### src/rtl/button_conditioner.sv
// Synchronises, debounces and auto-repeats the active-low front-panel buttons.
// States: IDLE released | PRESS_CHK confirming press | HELD accepted | REPEAT auto-repeating | REL_CHK confirming release
module button_conditioner #(
  parameter int                     NUM_BUTTONS    = 6,
  parameter int                     DEBOUNCE_TICKS = 4,
  parameter int                     HOLD_TICKS     = 5000,
  parameter int                     REPEAT_TICKS   = 1000,
  parameter logic [NUM_BUTTONS-1:0] REPEAT_MASK    = 6'b111100
) (
  input  logic                   clk_2M5,
  input  logic                   reset_n,
  input  logic                   debounce_pulse,
  input  logic [NUM_BUTTONS-1:0] buttons_n,
  output logic [NUM_BUTTONS-1:0] btn_level,
  output logic [NUM_BUTTONS-1:0] btn_press
);

  localparam int HMAX   = (HOLD_TICKS > REPEAT_TICKS) ? HOLD_TICKS : REPEAT_TICKS;
  localparam int HCNT_W = $clog2(HMAX + 1);
  localparam int CNT_W  = DEBOUNCE_TICKS;

  localparam logic [CNT_W-1:0]  CNT_ONE     = CNT_W'(1);
  localparam logic [CNT_W-1:0]  CNT_DONE    = CNT_W'(DEBOUNCE_TICKS);
  localparam logic [HCNT_W-1:0] HCNT_ONE    = HCNT_W'(1);
  localparam logic [HCNT_W-1:0] HOLD_DONE   = HCNT_W'(HOLD_TICKS);
  localparam logic [HCNT_W-1:0] REPEAT_DONE = HCNT_W'(REPEAT_TICKS);

  typedef enum logic [2:0] {IDLE, PRESS_CHK, HELD, REPEAT, REL_CHK} state_t;

  logic [NUM_BUTTONS-1:0] sync1_q, sync1_d, sync2_q, sync2_d;
  logic                   dp_q, dp_d, dp_prev_q, dp_prev_d;
  logic [NUM_BUTTONS-1:0] level_q, level_d, press_q, press_d;
  state_t                 state_q [NUM_BUTTONS];
  state_t                 state_d [NUM_BUTTONS];
  logic [CNT_W-1:0]       cnt_q   [NUM_BUTTONS];
  logic [CNT_W-1:0]       cnt_d   [NUM_BUTTONS];
  logic [HCNT_W-1:0]      hcnt_q  [NUM_BUTTONS];
  logic [HCNT_W-1:0]      hcnt_d  [NUM_BUTTONS];

  logic                   tick;
  logic [NUM_BUTTONS-1:0] pressed;

  assign tick    = dp_q & ~dp_prev_q;
  assign pressed = ~sync2_q;

  always_comb begin
    sync1_d   = buttons_n;
    sync2_d   = sync1_q;
    dp_d      = debounce_pulse;
    dp_prev_d = dp_q;
    level_d   = level_q;
    press_d   = '0;
    for (int i = 0; i < NUM_BUTTONS; i++) begin
      state_d[i] = state_q[i];
      cnt_d[i]   = cnt_q[i];
      hcnt_d[i]  = hcnt_q[i];
      if (tick) begin
        case (state_q[i])
          IDLE: begin
            if (pressed[i]) begin
              state_d[i] = PRESS_CHK;
              cnt_d[i]   = CNT_ONE;
            end
          end
          PRESS_CHK: begin
            if (pressed[i]) begin
              cnt_d[i] = cnt_q[i] + CNT_ONE;
              if (cnt_q[i] + CNT_ONE == CNT_DONE) begin
                state_d[i] = HELD;
                level_d[i] = 1'b1;
                press_d[i] = 1'b1;
                hcnt_d[i]  = '0;
              end
            end else begin
              state_d[i] = IDLE;
              cnt_d[i]   = '0;
            end
          end
          HELD: begin
            if (!pressed[i]) begin
              state_d[i] = REL_CHK;
              cnt_d[i]   = CNT_ONE;
            end else if (REPEAT_MASK[i]) begin
              hcnt_d[i] = hcnt_q[i] + HCNT_ONE;
              if (hcnt_q[i] + HCNT_ONE == HOLD_DONE) begin
                state_d[i] = REPEAT;
                press_d[i] = 1'b1;
                hcnt_d[i]  = '0;
              end
            end else if (hcnt_q[i] != HOLD_DONE) begin
              hcnt_d[i] = hcnt_q[i] + HCNT_ONE;
            end
          end
          REPEAT: begin
            if (pressed[i]) begin
              hcnt_d[i] = hcnt_q[i] + HCNT_ONE;
              if (hcnt_q[i] + HCNT_ONE == REPEAT_DONE) begin
                press_d[i] = 1'b1;
                hcnt_d[i]  = '0;
              end
            end else begin
              state_d[i] = REL_CHK;
              cnt_d[i]   = CNT_ONE;
            end
          end
          REL_CHK: begin
            // a press seen while confirming release re-arms the full hold delay
            if (pressed[i]) begin
              state_d[i] = HELD;
              hcnt_d[i]  = '0;
            end else begin
              cnt_d[i] = cnt_q[i] + CNT_ONE;
              if (cnt_q[i] + CNT_ONE == CNT_DONE) begin
                state_d[i] = IDLE;
                level_d[i] = 1'b0;
                cnt_d[i]   = '0;
              end
            end
          end
          default: begin
            state_d[i] = IDLE;
            cnt_d[i]   = '0;
            hcnt_d[i]  = '0;
          end
        endcase
      end
    end
  end

  always_ff @(posedge clk_2M5) begin
    if (!reset_n) begin
      sync1_q   <= '1;
      sync2_q   <= '1;
      dp_q      <= 1'b0;
      dp_prev_q <= 1'b0;
      level_q   <= '0;
      press_q   <= '0;
      for (int i = 0; i < NUM_BUTTONS; i++) begin
        state_q[i] <= IDLE;
        cnt_q[i]   <= '0;
        hcnt_q[i]  <= '0;
      end
    end else begin
      sync1_q   <= sync1_d;
      sync2_q   <= sync2_d;
      dp_q      <= dp_d;
      dp_prev_q <= dp_prev_d;
      level_q   <= level_d;
      press_q   <= press_d;
      for (int i = 0; i < NUM_BUTTONS; i++) begin
        state_q[i] <= state_d[i];
        cnt_q[i]   <= cnt_d[i];
        hcnt_q[i]  <= hcnt_d[i];
      end
    end
  end

  assign btn_level = level_q;
  assign btn_press = press_q;

endmodule

### config.mk
export PLATFORM = sky130hd
export DESIGN_NAME = button_conditioner
export DESIGN_NICKNAME = d
export VERILOG_FILES = /design/src/rtl/button_conditioner.sv
export SDC_FILE = /design/constraint.sdc
export NUM_CORES = 1
export LEC_CHECK = 0
export BUFFER_PORTS_ARGS = -buffer_cell sky130_fd_sc_hd__buf_4
export CAP_MARGIN = 20
export CORE_MARGIN = 3
export CORE_UTILIZATION = 40
export CTS_CLUSTER_SIZE = 20
export DETAILED_ROUTE_END_ITERATION = 8
export PLACE_DENSITY = 0.59
export SYNTH_ARGS = -nofsm -noshare
export SYNTH_HDL_FRONTEND = slang
export SYNTH_SLANG_ARGS = --single-unit
### constraint.sdc
create_clock -name clk_2M5 -period 3.6 [get_ports clk_2M5]
set_clock_uncertainty 0.15 [all_clocks]
set_input_delay 0.18 -clock clk_2M5 [delete_from_list [all_inputs] [get_ports clk_2M5]]
set_output_delay 0.18 -clock clk_2M5 [all_outputs]
set_load 0.01 [all_outputs]
==> impl_metrics.json <==
{
  "drive_above_1_share": 0.0751,
  "initial_core_util": 0.412,
  "dr.pass1.iters": 5,
  "p_sw_frac": 0.232,
  "syn_nets": 1240,
  "cp.arrival_ns": 3.27,
  "min_period_ns": 3.11,
  "grt_overflow": 0,
  "synth-main-ff-cell": "dfxtp_1",
  "cts_sinks": 146,
  "holdWs_ns": 0.255,
  "worst_pin_slew_ns": 0.935,
  "p_comb_frac": 0.040,
  "grt_pass1_wl_mm": 37.0,
  "die_y_um": 157,
  "synth_top_family_by_area": "simple AND/OR/NAND/NOR gates",
  "peakVddDrop_mv": 0.249,
  "layoutNonFillerInstCount": 1491,
  "synthSimpleGateAreaFrac": 0.323,
  "placed_area_um2": 9420,
  "rsz0062_at_grt": "false",
  "cts_buffers": 17,
  "antenna_found_initial": 1,
  "routed_wl_mm": 22.0,
  "core_area_um2": 22100,
  "final-hold-violation-count": 0,
  "max_freq_mhz": 322,
  "synthCells": 1211,
  "pin_count": 21,
  "setup-tns-final_ns": 0,
  "setup_viol": 0,
  "tritoncts": "built",
  "drv_slew": 0,
  "intPower_w": 0.00275,
  "async_flop_share": 0,
  "vias": 8616,
  "seqPwrFrac": 0.466,
  "synth_compound_area_frac": 0.237,
  "grt_max_degree": 40,
  "wl_per_cell_um": 14.8,
  "grt_pass1_vias": 7707,
  "clock_path_buffers": 2,
  "postLayoutCellArea_um2": 10100,
  "layout.nets": 1227,
  "hold_buffers": 10,
  "rows": 54,
  "fp.dieW_um": 157,
  "dieArea_um2": 24600,
  "synth-xor-area-share": 0.0327,
  "yosysWarnings": 0,
  "hold_path_class": "register to register",
  "power_w": 0.00358,
  "switching_power_w": 0.000829,
  "postCtsSetupRepairBufs": 0,
  "path_clk_slew_ns": 0.06,
  "ys_seq_area_frac": 0.321,
  "cts_root_buf": "clkbuf_16",
  "finalCritPeriodShare": 0.864,
  "final_antenna_net_count": 0,
  "critPathMaxFanout": 9,
  "drv_cap": 0,
  "placed_cells": 1449,
  "clk_latency_ns": 0.42,
  "drt-initial-drc-count": 477,
  "synth.distinct_cells": 77,
  "insertedDiodeCount": 0,
  "crit_path_end_kind": "register",
  "ys_ff_latch": 146,
  "hpwl_mm": 14.6,
  "status": "complete, no violations",
  "cellLeakagePower_nw": 3.33,
  "grt_usage": 0.177,
  "filler_cell_count": 2235,
  "slew_headroom": 0.374,
  "power.share.clock": 0.494,
  "portBuffers": 20,
  "ctsResizeCount": 0,
  "synth_edf_count": 0,
  "syn_avg_cell_area_um2": 7.52,
  "vias_per_cell": 5.78,
  "cts.htree.levels": 4,
  "area_growth_pct": 11.0,
  "syn_area_um2": 9110,
  "drc": 0,
  "crit_type": "register to register",
  "cp.required_ns": 3.76,
  "finalWeightedCongestion": 0.903,
  "cp-start-kind": "register",
  "synth_fa_ha_area_frac": 0.0275,
  "p_per_area_nw_per_um2": 354,
  "synthMuxAreaShare": 0.0144
}
-- area by class of cell --
type / instances / area, um2 / share of cell area
Timing Repair Buffer: 42 / 353 / 0.0349
Clock inverter: 12 / 133 / 0.0131
Multi-Input combinational cell: 959 / 5780 / 0.571
Clock buffer: 20 / 457 / 0.0452
Sequential cell: 146 / 2920 / 0.289
Tap cell: 280 / 350 / 0.0346
Inverter: 32 / 120 / 0.0119
-- flip-flops by register name, summed over array words and instances, names as in the netlist, 6 cells and up --
register	cells
sync2_q	6
btn_press	6
hcnt_q	78
btn_level	6
sync1_q	6
cnt_q	24
state_q	18
-- power by group through the flow --
| stage | logic, W | clock network (W) | registers [W] |
|---|---|---|---|
| CTS | 0.000144 | 0.00182 | 0.00167 |
| global route | 0.000161 | 0.00189 | 0.00167 |
| finish | 0.000142 | 0.00177 | 0.00167 |
| floorplan | 0.000101 | 0 | 0.00169 |
| detailed placement | 0.000135 | 0 | 0.00170 |
| global placement | 0.000134 | 0 | 0.00170 |
-- synth_stat cells, types with 6 or more instances --
cell / number / area share
a211oi_1: 9 / 0.0074
a21oi_1: 109 / 0.060
a22oi_1: 7 / 0.0058
a31oi_1: 29 / 0.020
a32o_1: 6 / 0.0066
a32oi_1: 6 / 0.0058
and2_1: 14 / 0.0096
and3_1: 18 / 0.012
and4_1: 6 / 0.0058
buf_2: 6 / 0.0033
clkbuf_1: 66 / 0.027
dfxtp_1: 146 / 0.32
ha_1: 20 / 0.027
inv_1: 32 / 0.013
mux2i_1: 12 / 0.013
nand2_1: 112 / 0.046
nand2b_1: 30 / 0.021
nand3_1: 67 / 0.037
nand3b_1: 6 / 0.0049
nand4_1: 25 / 0.017
nand4b_1: 8 / 0.0077
nor2_1: 104 / 0.043
nor2b_1: 25 / 0.017
nor3_1: 39 / 0.021
nor3b_1: 11 / 0.0091
nor4_1: 24 / 0.016
nor4b_1: 6 / 0.0058
o211ai_1: 11 / 0.0091
o21a_1: 11 / 0.0091
o21ai_0: 73 / 0.040
o31ai_1: 8 / 0.0066
or2_2: 8 / 0.0055
or3_1: 27 / 0.019
or4_1: 12 / 0.0099
xnor2_1: 15 / 0.014
xor2_1: 19 / 0.018
-- routing by layer --
metal	share of wire	GRT usage
met5	0	0
met4	0.0083	0.0434
met3	0.034	0.0324
met2	0.44	0.280
met1	0.51	0.251
-- stage by stage --
step                worst slack, ns  utilization
finish                        0.490        0.458
CTS                           0.464        0.458
global route                  0.244        0.458
floorplan                     0.752            -
global placement              0.544        0.427
detailed placement            0.472        0.427
-- worst max-delay path, cell delays in order, from the launching register on --
cell      delay [ns]
dfxtp_1         0.40
ha_1            0.41
nand4_4         0.18
or4_1           0.61
a2111o_1        0.44
a32o_1          0.27
o21a_4          0.22
o21ai_4         0.23
nor2_1          0.09
-- layout by cell type, fill, tap and decap left out, types with 30 or more instances in the layout --
cell	Yosys	layout
buf_4	1	31
nand2b_1	30	30
nor2_1	104	104
a21oi_1	109	109
nand2_1	112	112
nand3_1	67	67
o21ai_0	73	73
inv_1	32	31
nor3_1	39	39
dfxtp_1	146	146
-- logic make-up after synthesis --
logic type,after synthesis
adder cells (fa/ha/maj),20
multiplexers,13
buffers and inverters,106
AO/OA/AOI/OAI,337
XOR/XNOR,34
AND/OR/NAND/NOR,555
flip-flops,146
-- final timing paths --
check,slack (ns),startpoint,to,cells past startpoint
setup / recovery,0.49,hcnt_q[5][0]$_SDFFE_PN0P_,hcnt_q[5][10]$_SDFFE_PN0P_,8
hold / removal,0.25,sync1_q[3]$_SDFF_PN1_,sync2_q[3]$_SDFF_PN1_,1
setup reg to reg,0.49,hcnt_q[5][0]$_SDFFE_PN0P_,hcnt_q[5][10]$_SDFFE_PN0P_,8
hold reg to reg,0.25,sync1_q[3]$_SDFF_PN1_,sync2_q[3]$_SDFF_PN1_,1
No activity file was read; power rests on OpenSTA's default activity.
